## src/rtl/alu_crypto_arbiter.sv

```systemverilog
// Round-robin arbiter sharing one encrypting 8-bit ALU between NUM_REQ valid/ready requesters.
// Optional build macro ALU_ARB_KEY_ROTATE_EN: rotate the key left by one bit on every response handshake.

module alu_8bit_crypto (
   input  logic [7:0] a,
   input  logic [7:0] b,
   input  logic [3:0] op,
   input  logic [7:0] key,
   output logic [7:0] result_enc
);

   logic [7:0] result;
   logic [7:0] mixed;

   always_comb begin
      result = '0;
      case (op)
         4'h0:    result = a + b;
         4'h1:    result = a - b;
         4'h2:    result = a & b;
         4'h3:    result = a | b;
         4'h4:    result = a ^ b;
         4'h5:    result = ~a;
         4'h6:    result = a << 1;
         4'h7:    result = a >> 1;
         4'h8:    result = {a[6:0], a[7]};
         4'h9:    result = {a[0], a[7:1]};
         4'hA:    result = a + 8'd1;
         4'hB:    result = a - 8'd1;
         4'hC:    result = a * b;
         4'hD:    result = ~(a & b);
         4'hE:    result = ~(a | b);
         default: result = b;
      endcase
   end

   // Whiten with the key, then rotate left by the key's low three bits.
   assign mixed      = result ^ key;
   assign result_enc = (mixed << key[2:0]) | (mixed >> (4'd8 - {1'b0, key[2:0]}));

endmodule

// state | meaning
// IDLE  | waiting for a request; grants and latches operands combinationally this cycle
// EXEC  | ALU evaluates latched operands with the current key; result registered
// RESP  | rsp_valid held with data/id until the consumer accepts
module alu_crypto_arbiter #(
   parameter int         NUM_REQ  = 4,
   parameter int         ID_W     = 2,
   parameter logic [7:0] KEY_INIT = 8'hA0
) (
   input  logic                 clk,
   input  logic                 rst,
   input  logic [NUM_REQ-1:0]   req_valid,
   output logic [NUM_REQ-1:0]   req_ready,
   input  logic [NUM_REQ*8-1:0] req_a,
   input  logic [NUM_REQ*8-1:0] req_b,
   input  logic [NUM_REQ*4-1:0] req_op,
   input  logic                 key_wr,
   input  logic [7:0]           key_wdata,
   output logic                 rsp_valid,
   input  logic                 rsp_ready,
   output logic [7:0]           rsp_data,
   output logic [ID_W-1:0]      rsp_id,
   output logic                 busy
);

   typedef enum logic [1:0] {IDLE, EXEC, RESP} state_t;

   state_t            state;
   logic [ID_W-1:0]   ptr;
   logic [ID_W-1:0]   lat_id;
   logic [7:0]        lat_a;
   logic [7:0]        lat_b;
   logic [3:0]        lat_op;
   logic [7:0]        key;
   logic [7:0]        key_next;
   logic [7:0]        alu_enc;

   logic [7:0]        a_arr  [NUM_REQ];
   logic [7:0]        b_arr  [NUM_REQ];
   logic [3:0]        op_arr [NUM_REQ];

   logic              grant_found;
   logic [ID_W-1:0]   grant_idx;
   logic [NUM_REQ-1:0] grant_oh;

   for (genvar gi = 0; gi < NUM_REQ; gi++) begin : g_unpack
      assign a_arr[gi]  = req_a[8*gi +: 8];
      assign b_arr[gi]  = req_b[8*gi +: 8];
      assign op_arr[gi] = req_op[4*gi +: 4];
   end

   // First valid requester searching upward from ptr+1, wrapping at NUM_REQ.
   always_comb begin
      int              idx;
      logic [ID_W-1:0] idx_s;
      grant_found = 1'b0;
      grant_idx   = '0;
      grant_oh    = '0;
      idx         = 0;
      idx_s       = '0;
      for (int i = 1; i <= NUM_REQ; i++) begin
         idx   = (int'(ptr) + i) % NUM_REQ;
         idx_s = ID_W'(idx);
         if (!grant_found && req_valid[idx_s]) begin
            grant_found     = 1'b1;
            grant_idx       = idx_s;
            grant_oh[idx_s] = 1'b1;
         end
      end
   end

   assign req_ready = (state == IDLE) ? grant_oh : '0;

   always_comb begin
      key_next = key;
`ifdef ALU_ARB_KEY_ROTATE_EN
      if (rsp_valid && rsp_ready)
         key_next = {key[6:0], key[7]};
`endif
      if (key_wr)
         key_next = key_wdata;
   end

   alu_8bit_crypto u_alu (
      .a          (lat_a),
      .b          (lat_b),
      .op         (lat_op),
      .key        (key),
      .result_enc (alu_enc)
   );

   always_ff @(posedge clk or posedge rst) begin
      if (rst) begin
         state     <= IDLE;
         ptr       <= ID_W'(NUM_REQ - 1);
         lat_id    <= '0;
         lat_a     <= '0;
         lat_b     <= '0;
         lat_op    <= '0;
         key       <= KEY_INIT;
         rsp_valid <= 1'b0;
         rsp_data  <= '0;
         rsp_id    <= '0;
         busy      <= 1'b0;
      end else begin
         key <= key_next;
         case (state)
            IDLE: begin
               if (grant_found) begin
                  lat_a  <= a_arr[grant_idx];
                  lat_b  <= b_arr[grant_idx];
                  lat_op <= op_arr[grant_idx];
                  lat_id <= grant_idx;
                  busy   <= 1'b1;
                  state  <= EXEC;
               end
            end
            EXEC: begin
               rsp_data  <= alu_enc;
               rsp_id    <= lat_id;
               rsp_valid <= 1'b1;
               state     <= RESP;
            end
            RESP: begin
               if (rsp_ready) begin
                  rsp_valid <= 1'b0;
                  ptr       <= rsp_id;
                  busy      <= 1'b0;
                  state     <= IDLE;
               end
            end
            default: state <= IDLE;
         endcase
      end
   end

endmodule

```

## config.mk

```make
export PLATFORM = sky130hd
export DESIGN_NAME = alu_crypto_arbiter
export DESIGN_NICKNAME = d
export VERILOG_FILES = /design/src/rtl/alu_crypto_arbiter.sv
export SDC_FILE = /design/constraint.sdc
export NUM_CORES = 1
export LEC_CHECK = 0
export BUFFER_PORTS_ARGS = -buffer_cell sky130_fd_sc_hd__buf_2
export CORE_MARGIN = 2
export CORE_UTILIZATION = 53
export CTS_BUF_LIST = sky130_fd_sc_hd__clkbuf_8
export DETAILED_ROUTE_END_ITERATION = 12
export GPL_TIMING_DRIVEN = 0
export PLACE_DENSITY = 0.8
export RECOVER_POWER = 25
export SYNTH_ARGS = -nofsm -noshare
export SYNTH_HDL_FRONTEND = slang
export SYNTH_SLANG_ARGS = --single-unit
```

## constraint.sdc

```tcl
create_clock -name clk -period 5.4 [get_ports clk]
set_clock_uncertainty 0.2 [all_clocks]
set_input_delay 0.27 -clock clk [delete_from_list [all_inputs] [get_ports clk]]
set_output_delay 0.27 -clock clk [all_outputs]
set_load 0.02 [all_outputs]
```

==> results by group, run 1 <==
Routing
  • WL final: 18800 um
  • Via density: 6.19
  • Initial DRC count: 992
  • DR WL/cell: 18.2 um
  • DRT Pass-1 Iters: 8
  • DRC: 0
  • Via count: 6380
  • Final ANT Viol Nets: 0

Logic synthesis
  • Area leader, netlist: dfrtp_1
  • Synth area leaders: dfrtp_1 (17%), ha_1 (10%), mux2i_1 (6.2%)
  • Post-Syn Area per Cell: 8.12 sq um
  • Top-count cell post-synth: nand2_1
  • Async SR Flop Fraction: 1.00
  • Ys Warns: 0
  • Mapped Area: 0.00611 sq mm
  • Seq/Total Area, Yosys: 0.189
  • Top post-synthesis cells by count: nand2_1 (83), nor2_1 (60), inv_1 (55)
  • Post-synth top area share: 0.172
  • Unique masters post-synth: 78
  • Cells after Synth: 753
  • Syn Nets: 912
  • Number of synthesized flops with an enable pin: 0
  • Yosys reg bits: 46
  • Synth Flop Type: dfrtp_1

Final layout
  • Area of the multi-input gates: 0.00454 sq mm
  • Proportion of layout cells with a drive suffix above 1: 0.242
  • Seq. cell area: 0.00116 sq mm
  • Final instance area: 0.00717 sq mm
  • Final net count: 1045
  • # fillers: 1011
  • Diode count: 0
  • Final Core Density: 0.633
  • Layout area overhead: 17.3%
  • Final non-filler cell total: 1030

Floorplan
  • I/O Pins: 112
  • Cell row count: 39
  • Die area: 0.0124 sq mm
  • Chip width: 111 um
  • Core area: 0.0113 sq mm
  • Die H: 111 um
  • Initial Utilization: 0.540

Placement
  • Placed Cells incl. Taps: 1005
  • DP Worst Slack: -685 ps
  • DP HPWL: 14200 um
  • I/O Buffers: 108
  • Gp weighted congestion: 0.996
  • Area after DPL: 0.00685 sq mm

Clock network
  • CTS buffer count: 5
  • Clock Tree Buf Depth: 2
  • Clock slew at reported path FFs: 100 ps
  • CTS Sinks: 46
  • Root buffer cell: clkbuf_8
  • H-Tree Depth: 2
  • CTS tree: yes
  • Clk_lat worst skew: 300 ps

Timing
  • Max-slew violation count: 0
  • Least-Margin Pin Slew: 1480 ps
  • Final WS setup: 154 ps
  • Final hold vios: 0
  • Max Fclk: 191 MHz
  • Crit share post-route: 0.971
  • Tmin final: 5250 ps
  • Worst relative slew slack: 0.0136
  • Final setup fails: 0

GRT
  • GRT Overall Usage: 0.293
  • Grt ovf: 0
  • Vias in the first global route: 5790
  • First-pass GRT wire length: 29900 um
  • Initial antenna violation count: 0
  • Largest net degree at the start of global routing: 30

Setup path
  • CP Max Fanout: 10
  • Crit. End Element: flip-flop
  • Setup CP Type: reg2reg
  • Critical Path AT: 5280 ps
  • Worst EP required: 5440 ps
  • CP startpoint kind: flip-flop

Outcome
  • Outcome: finished, final reports clean

Flow run
  • MaxCap Viol Count: 0

Worst hold path
  • HP Class: in2reg
area by class of cell:
type                    count  area share
multi-input cells         598       0.634
plain buffers              50      0.0368
clock inverters             3     0.00349
clock buffers               5     0.00960
well taps                 143      0.0250
repair buffers            126      0.0962
inverters                  59      0.0326
flip-flops and latches     46       0.162
kinds of logic (layout without fill, tap and decap cells):
logic type,after synthesis,count (layout),synth area share
AOI/OAI and AO/OA,206,206,0.235
xor gates and xnor gates,32,32,0.0516
adders and majority gates,63,63,0.145
buffers and inverters,109,243,0.0758
DFF,46,46,0.189
muxes,74,74,0.134
and+or+nand+nor,223,223,0.170
state kept, by name, indices dropped and copies added (netlist names):
signal / count
rsp_valid: 1
busy: 1
state: 2
ptr: 2
lat_op: 4
lat_id: 2
rsp_id: 2
lat_b: 8
key: 8
rsp_data: 8
lat_a: 8
path summary, 6_finish.rpt:
check	startpoint	endpoint	slack, ps	cells after the start
min	key_wdata[5]	key[5]	20	2
max in group asynchronous	rst	key[4]	2790	4
min reg2reg	rsp_valid	rsp_valid	290	1
max reg2reg	lat_b[2]	rsp_data[0]	150	21
min in group asynchronous	rst	lat_op[1]	420	3
max	lat_b[2]	rsp_data[0]	150	21
metal layers:
layer	routed length [um]	up-vias	GRT usage
li1	-	2987	-
met1	7920	2966	0.409
met2	8670	364	0.477
met3	1520	63	0.0365
met4	643	0	0.0938
met5	0	-	0
metrics by stage:
step / hold slack [ps] / TNS, ps
2_1_floorplan: 177 / 0
3_3_place_gp: 269 / -3780
3_5_place_dp: 84.1 / -4490
4_1_cts: 11.4 / 0
5_1_grt: 9.64 / -32.2
6_report: 15.8 / 0
worst max-delay path, stage by stage (launching register included):
cell	delay (ps)
dfrtp_1	390
buf_4	190
clkinvlp_4	140
nor2_1	50
ha_1	220
fa_1	490
ha_1	290
inv_1	50
fa_1	530
inv_1	70
fa_1	450
a21o_1	220
a21oi_2	140
xnor3_1	240
xnor3_1	260
a211oi_2	250
a31oi_1	150
xnor2_1	160
buf_4	150
a21oi_4	190
o221ai_1	170
a21oi_1	180
what timing repair did:
| item | 4_1_cts | 5_1_grt |
|---|---|---|
| setup buffers | 2 | 8 |
| resized for setup | 13 | 19 |
| pin swaps | 2 | 5 |
| gates cloned | 0 | 0 |
| endpoints found under the setup margin | 8 | 8 |
| hold buffers | 7 | 0 |
| hold endpoints to repair | 23 | 0 |
layout by cell type, fill, tap and decap left out, types with 19 or more instances in the layout:
cell / n
a21oi_1: 35
buf_2: 126
clkbuf_1: 20
dfrtp_1: 35
ha_1: 48
inv_1: 52
mux2i_1: 37
nand2_1: 83
nor2_1: 60
o211ai_1: 19
o21ai_0: 40
xnor2_1: 20
Power of run 1 is left out: the tool's default activity adds up to more than one toggle a clock period on the data nets, which glitch-free logic cannot reach.
==> run 2: changes to the inputs <==
BUFFER_PORTS_ARGS = not set   (was -buffer_cell sky130_fd_sc_hd__buf_2)
CORE_UTILIZATION = 59   (was 53)
DONT_BUFFER_PORTS = 1   (was not set)
PLACE_DENSITY = 0.78   (was 0.8)
==> run 2 against run 1 <==
Via count is 3.0% lower. Sequential share of layout area is 0.98 points higher. Cell count is 10% lower. Hold slack better by 31 ps. Global-route usage is 5.8 points higher. Wire length is 6.0% higher. Critical path type unchanged. Critical endpoint is now rsp_data[2]. Largest cell class unchanged.
==> results by group, run 2 (synthesized netlist as in run 1, its figures left out) <==
Floorplan
  • Chip width: 106 um (-5.0%)
  • Die area: 0.0112 sq mm (-9.8%)
  • Cell row count: 37 (-5.1%)
  • I/O Pins: 112 (unchanged)
  • Initial Utilization: 0.600 (+0.0602)
  • Die H: 106 um (-5.0%)
  • Core area: 0.0102 sq mm (-10%)

Placement
  • I/O Buffers: 0 (-100%)
  • Placed Cells incl. Taps: 890 (-11%)
  • Gp weighted congestion: 1.04 (+4.3%)
  • DP HPWL: 15400 um (+8.1%)

Final layout
  • Proportion of layout cells with a drive suffix above 1: 0.154 (-0.0888)
  • Most frequent cells in the layout: nand2_1 (83), nor2_1 (58), inv_1 (52)
  • Final net count: 946 (-9.5%)
  • Final non-filler cell total: 924 (-10%)
  • Diode count: 0 (unchanged)
  • Layout area overhead: 10.9%
  • Most common cell after layout, fill and taps aside: nand2_1

GRT
  • Vias in the first global route: 6037 (+4.3%)
  • Initial antenna violation count: 0 (unchanged)
  • Grt ovf: 0 (unchanged)
  • GRT Overall Usage: 0.351 (+0.0583)
  • First-pass GRT wire length: 31200 um (+4.5%)
  • Largest net degree at the start of global routing: 25 (-17%)

Setup path
  • CP Max Fanout: 7 (-3)
  • Crit. End Element: flip-flop
  • Critical Path AT: 5260 ps (-20 ps)
  • Setup CP Type: reg2reg
  • Worst EP required: 5400 ps (-40 ps)
  • Crit-path cells: buf_6, clkinvlp_4, nor2_2, ha_2, fa_1, ha_1, inv_1, fa_1, inv_1, fa_2, o21ai_0, o32ai_1, a21oi_1, a31oi_2, xnor2_1, mux2i_1, mux2_2, a221oi_1, nand2_1
  • Crit-path slowest cell: fa_2
  • Slowest Stage Delay on Critical Path: 570 ps (+40 ps)
  • CP startpoint kind: flip-flop

Routing
  • Final ANT Viol Nets: 0 (unchanged)
  • DRT Pass-1 Iters: 6 (-2)
  • WL final: 19900 um (+6.0%)
  • Initial DRC count: 972 (-2.0%)
  • Via count: 6187 (-3.0%)
  • DR WL/cell: 21.5 um (+18%)
  • DRC: 0 (unchanged)
  • Via density: 6.70 (+8.1%)

Timing
  • Tmin final: 5260 ps (+16.4 ps)
  • Min Hold Slack: 47.2 ps (+31.4 ps)
  • Final setup fails: 0 (unchanged)
  • Least-Margin Pin Slew: 932 ps (-548 ps)
  • Max Fclk: 190 MHz (-0.31%)
  • Setup TNS: 0 ps (unchanged)
  • Max-slew violation count: 0 (unchanged)
  • Final hold vios: 0 (unchanged)
  • Worst relative slew slack: 0.378 (+0.365)
  • Crit share post-route: 0.974 (+0.00303)

Clock network
  • Clk_lat worst skew: 300 ps (about the same)
  • CTS tree: yes
  • CTS buffer count: 5 (unchanged)
  • H-Tree Depth: 2 (unchanged)
  • Clock Tree Buf Depth: 2 (unchanged)
  • CTS Sinks: 46 (unchanged)
  • Clock slew at reported path FFs: 100 ps (about the same)
  • Root buffer cell: clkbuf_8

Flow run
  • MaxCap Viol Count: 0 (unchanged)

Worst hold path
  • HP Class: in2reg

Outcome
  • Outcome: finished, final reports clean
==> run 2: cell count changes in the layout (fill, tap and decap cells not counted), moves of 3 or more <==
cell           delta
a211oi_2          -3
buf_2           -108
buf_4             +5
dlygate4sd3_1     +3
==> run 2: critical path, delay by kind of cell (launching register included) <==
kind	cells	cell delay, ps
AO/OA/AOI/OAI	5	1080
buffers and inverters	4	450
XOR/XNOR	1	280
AND/OR/NAND/NOR	2	200
flip-flops	1	420
adder cells (fa/ha/maj)	5	1970
multiplexers	2	560
==> run 2: timing repair <==
action | CTS | global route
setup endpoints to repair | 8 | 8
gates resized for setup | 26 | 18
buffers inserted | 6 | 10
hold endpoints to repair | 27 | 0
pin swaps | 4 | 9
hold buffers | 10 | 0
==> run 2: worst paths after layout <==
| kind | depth (start not counted) | startpoint | endpoint | slack (ps) |
|---|---|---|---|---|
| max | 19 | lat_b[3] | rsp_data[2] | 140 |
| min reg2reg | 1 | key[3] | key[3] | 350 |
| min in group asynchronous | 2 | rst | rsp_data[0] | 410 |
| min | 3 | req_a[5] | lat_a[5] | 50 |
| max in group asynchronous | 3 | rst | lat_a[2] | 3940 |
| max reg2reg | 19 | lat_b[3] | rsp_data[2] | 140 |
==> run 2: metal layers <==
| metal | GRT usage | vias to the layer above | share of wire |
|---|---|---|---|
| li1 | - | 2770 | - |
| met5 | 0 | - | 0 |
| met2 | 0.565 | 452 | 0.47 |
| met1 | 0.488 | 2912 | 0.39 |
| met3 | 0.0519 | 53 | 0.12 |
| met4 | 0.112 | 0 | 0.029 |
==> run 2: final cells by class <==
type,count,area (sq um)
clock buffer,5,68.8
buffer,50,268
sequential,46,1170
clock inverter,3,25.0
tap,136,170
timing repair buffer,27,248
inverter,59,230
multi-input combinational,598,4600
fill,843,3410
==> run 2: metrics by stage <==
step / setup slack (ps) / area [sq um] / util
floorplan: 208 / 6110 / -
global placement: -690 / 6280 / 0.617
global route: -1.15 / 6780 / 0.665
CTS: 104 / 6620 / 0.650
detailed placement: -704 / 6310 / 0.619
finish: 138 / 6780 / 0.665
Power of run 2 is left out for the same reason.
==> run 3: changes to the inputs <==
ABC_AREA = 1   (was not set)
RECOVER_POWER = 50   (was 25)
==> run 3 against run 2 <==
Die area decreased by 3.5%. Sequential cell count unchanged. Wire length decreased by 9.3%. Area after synthesis decreased by 3.6%. Register-to-register slack improved by 240 ps. Hold slack got worse by 9.2 ps. First-iteration DRC count decreased by 43%. Via count decreased by 1.8%. Final area decreased by 6.9%. Fmax increased by 4.8%. Synthesized cell count increased by 16%. Worst setup slack improved by 240 ps. Critical endpoint is now rsp_data[3]. Highest routed layer unchanged.
==> results by group, run 3 <==
Setup path
  • Worst flop-to-flop path startpoint: lat_b[2]
  • Worst EP required: 5430 ps (+30 ps)
  • CP Max Fanout: 10 (+3)
  • CP startpoint kind: flip-flop
  • Crit. End Element: flip-flop
  • Setup CP Type: reg2reg
  • Critical Path AT: 5050 ps (-210 ps)
  • R2r endpoint: rsp_data[3]
  • Register-to-Register Path Depth: 27 (+8)
  • Register-to-register setup slack: 380 ps (+240 ps)

Floorplan
  • I/O Pins: 112 (unchanged)
  • Chip width: 104 um (-1.8%)
  • Die H: 104 um (-1.8%)
  • Core area: 0.00973 sq mm (-4.5%)
  • Die area: 0.0108 sq mm (-3.5%)
  • Initial Utilization: 0.605 (+0.00532)
  • Cell row count: 36 (-2.7%)

GRT
  • Grt ovf: 0 (unchanged)
  • GRT Overall Usage: 0.333 (-0.0182)
  • Largest net degree at the start of global routing: 26 (+4.0%)
  • Vias in the first global route: 5820 (-3.6%)
  • First-pass GRT wire length: 29200 um (-6.5%)
  • Initial antenna violation count: 0 (unchanged)

Flow run
  • MaxCap Viol Count: 0 (unchanged)

Routing
  • WL final: 18000 um (-9.3%)
  • DRC: 0 (unchanged)
  • Initial DRC count: 556 (-43%)
  • DR WL/cell: 17.5 um (-19%)
  • DRT Pass-1 Iters: 5 (-1)
  • Via count: 6073 (-1.8%)
  • Final ANT Viol Nets: 0 (unchanged)
  • Via density: 5.88 (-12%)

Clock network
  • CTS Sinks: 46 (unchanged)
  • CTS buffer count: 5 (unchanged)
  • Clock Tree Buf Depth: 2 (unchanged)
  • CTS tree: yes
  • Root buffer cell: clkbuf_8
  • Clk_lat worst skew: 300 ps (about the same)
  • Clock slew at reported path FFs: 100 ps (about the same)
  • H-Tree Depth: 2 (unchanged)

Logic synthesis
  • Synth Flop Type: dfrtp_1
  • Top post-synthesis cells by count: nand2_1 (246), inv_1 (133), nand3_1 (65)
  • Area leader, netlist: dfrtp_1
  • Async SR Flop Fraction: 1.00 (unchanged)
  • Cells after Synth: 877 (+16%)
  • Syn Nets: 1036 (+14%)
  • Mapped Area: 0.00589 sq mm (-3.6%)
  • Post-synth top area share: 0.178 (+0.00647)
  • Yosys reg bits: 46 (unchanged)
  • Post-Syn Area per Cell: 6.72 sq um (-17%)
  • Top-count cell post-synth: nand2_1
  • Number of synthesized flops with an enable pin: 0 (unchanged)
  • Seq/Total Area, Yosys: 0.196 (+0.00711)
  • Unique masters post-synth: 50 (-36%)
  • Ys Warns: 0 (unchanged)
  • Synth area leaders: dfrtp_1 (18%), nand2_1 (16%), ha_1 (11%)

Final layout
  • Most frequent cells in the layout: nand2_1 (246), inv_1 (133), nand3_1 (65)
  • Final net count: 1058 (+12%)
  • Diode count: 0 (unchanged)
  • # fillers: 924 (+9.6%)
  • Layout area overhead: 7.18%
  • Proportion of layout cells with a drive suffix above 1: 0.0767 (-0.0769)
  • Most common cell after layout, fill and taps aside: nand2_1

Worst hold path
  • WHS Path Cells: 3 (unchanged)
  • Hold path startpoint: req_b[28]
  • HP Class: in2reg
  • Endpoint, Worst Hold: lat_b[4]

Timing
  • Least-Margin Pin Slew: 1420 ps (+488 ps)
  • Max-slew violation count: 0 (unchanged)
  • Setup TNS: 0 ps (unchanged)
  • Unrepaired setup endpoints after global routing: false
  • Final setup fails: 0 (unchanged)
  • Worst relative slew slack: 0.0533 (-0.325)
  • Max Fclk: 199 MHz (+4.8%)
  • Tmin final: 5020 ps (-242 ps)
  • Crit share post-route: 0.930 (-0.0447)
  • Final hold vios: 0 (unchanged)

Placement
  • Gp weighted congestion: 1.03 (-0.85%)
  • DP HPWL: 14200 um (-7.6%)
  • I/O Buffers: 0 (unchanged)

Outcome
  • Outcome: finished, final reports clean
-- run 3: cell types whose count changed in the layout (fill, tap and decap cells not counted), sizes merged, moves of 12 or more --
cell and delta:
nand2 +171, mux2 -13, nand3 +54, mux2i -18, inv +84, o21ai +15, buf -27, nor2 -15
xnor2 -19, a21oi -12, nand4 +12
-- run 3: kinds of logic after synthesis --
| family | share of synthesized area |
|---|---|
| AO/OA/AOI/OAI | 0.153 |
| XOR/XNOR | 0.0149 |
| AND/OR/NAND/NOR | 0.296 |
| multiplexers | 0.0722 |
| flip-flops | 0.196 |
| buffers and inverters | 0.117 |
| adder cells (fa/ha/maj) | 0.150 |
-- run 3: cell type report --
type	count	area (sq um)	share of cell area
multi-input cells	660	4040	0.640
plain buffers	28	173	0.0274
inverters	142	536	0.0848
repair buffers	16	144	0.0228
clock buffers	5	68.8	0.0109
clock inverters	3	23.8	0.00377
flip-flops and latches	46	1160	0.184
well taps	133	166	0.0264
-- run 3: routing by layer --
metal / share of wire / global-route usage
met4: 0.030 / 0.113
met3: 0.081 / 0.0533
met5: 0 / 0
met2: 0.48 / 0.560
met1: 0.41 / 0.437
-- run 3: how the worst max path moves through the flow --
stage	slack, ps	startpoint	end	cells past startpoint
floorplan	770	lat_a[1]	rsp_data[7]	28
global placement	200	lat_a[1]	rsp_data[7]	30
detailed placement	100	lat_a[1]	rsp_data[0]	26
CTS	70	lat_a[1]	rsp_data[7]	28
global route	5	lat_b[3]	rsp_data[3]	27
finish	380	lat_b[2]	rsp_data[3]	27
-- run 3: stage by stage --
step | setup slack, ps | hold WS, ps | instances | utilization | instance area [sq um]
after floorplan | 765 | 144 | 877 | - | 5890
after global placement | 196 | 146 | 1010 | 0.622 | 6060
after detailed placement | 104 | 0.223 | 1011 | 0.624 | 6080
after CTS | 74.7 | 35.4 | 1030 | 0.645 | 6280
after global routing | 4.74 | 55.2 | 1033 | 0.649 | 6310
final | 379 | 38.0 | 1033 | 0.649 | 6310
-- run 3: worst max-delay path, cell delays in order (launching register included) --
cell     delay (ps)
dfrtp_1         430
buf_4           220
nand2_1          90
fa_1            400
fa_1            540
inv_1            50
fa_1            470
inv_1            60
fa_1            530
inv_1            40
ha_1            320
nand3_1         120
nand3_1          80
nand2_1          70
nand2_1          80
nand2_1          70
inv_1            40
nor2_1          120
inv_1            60
nand2_1          60
nand3_1         130
nand3_2         120
nand3_1         120
nand2_2         130
nand2_1          70
o21ai_1         120
nand2_1          90
a21oi_1         120
-- run 3: repair_timing --
action                                  in CTS  in global routing
resized for setup                            0                 20
hold buffers                                11                  0
setup buffers                                0                  4
endpoints found under the setup margin       0                  8
endpoints found under the hold margin       30                  0
Power of run 3 is left out for the same reason.
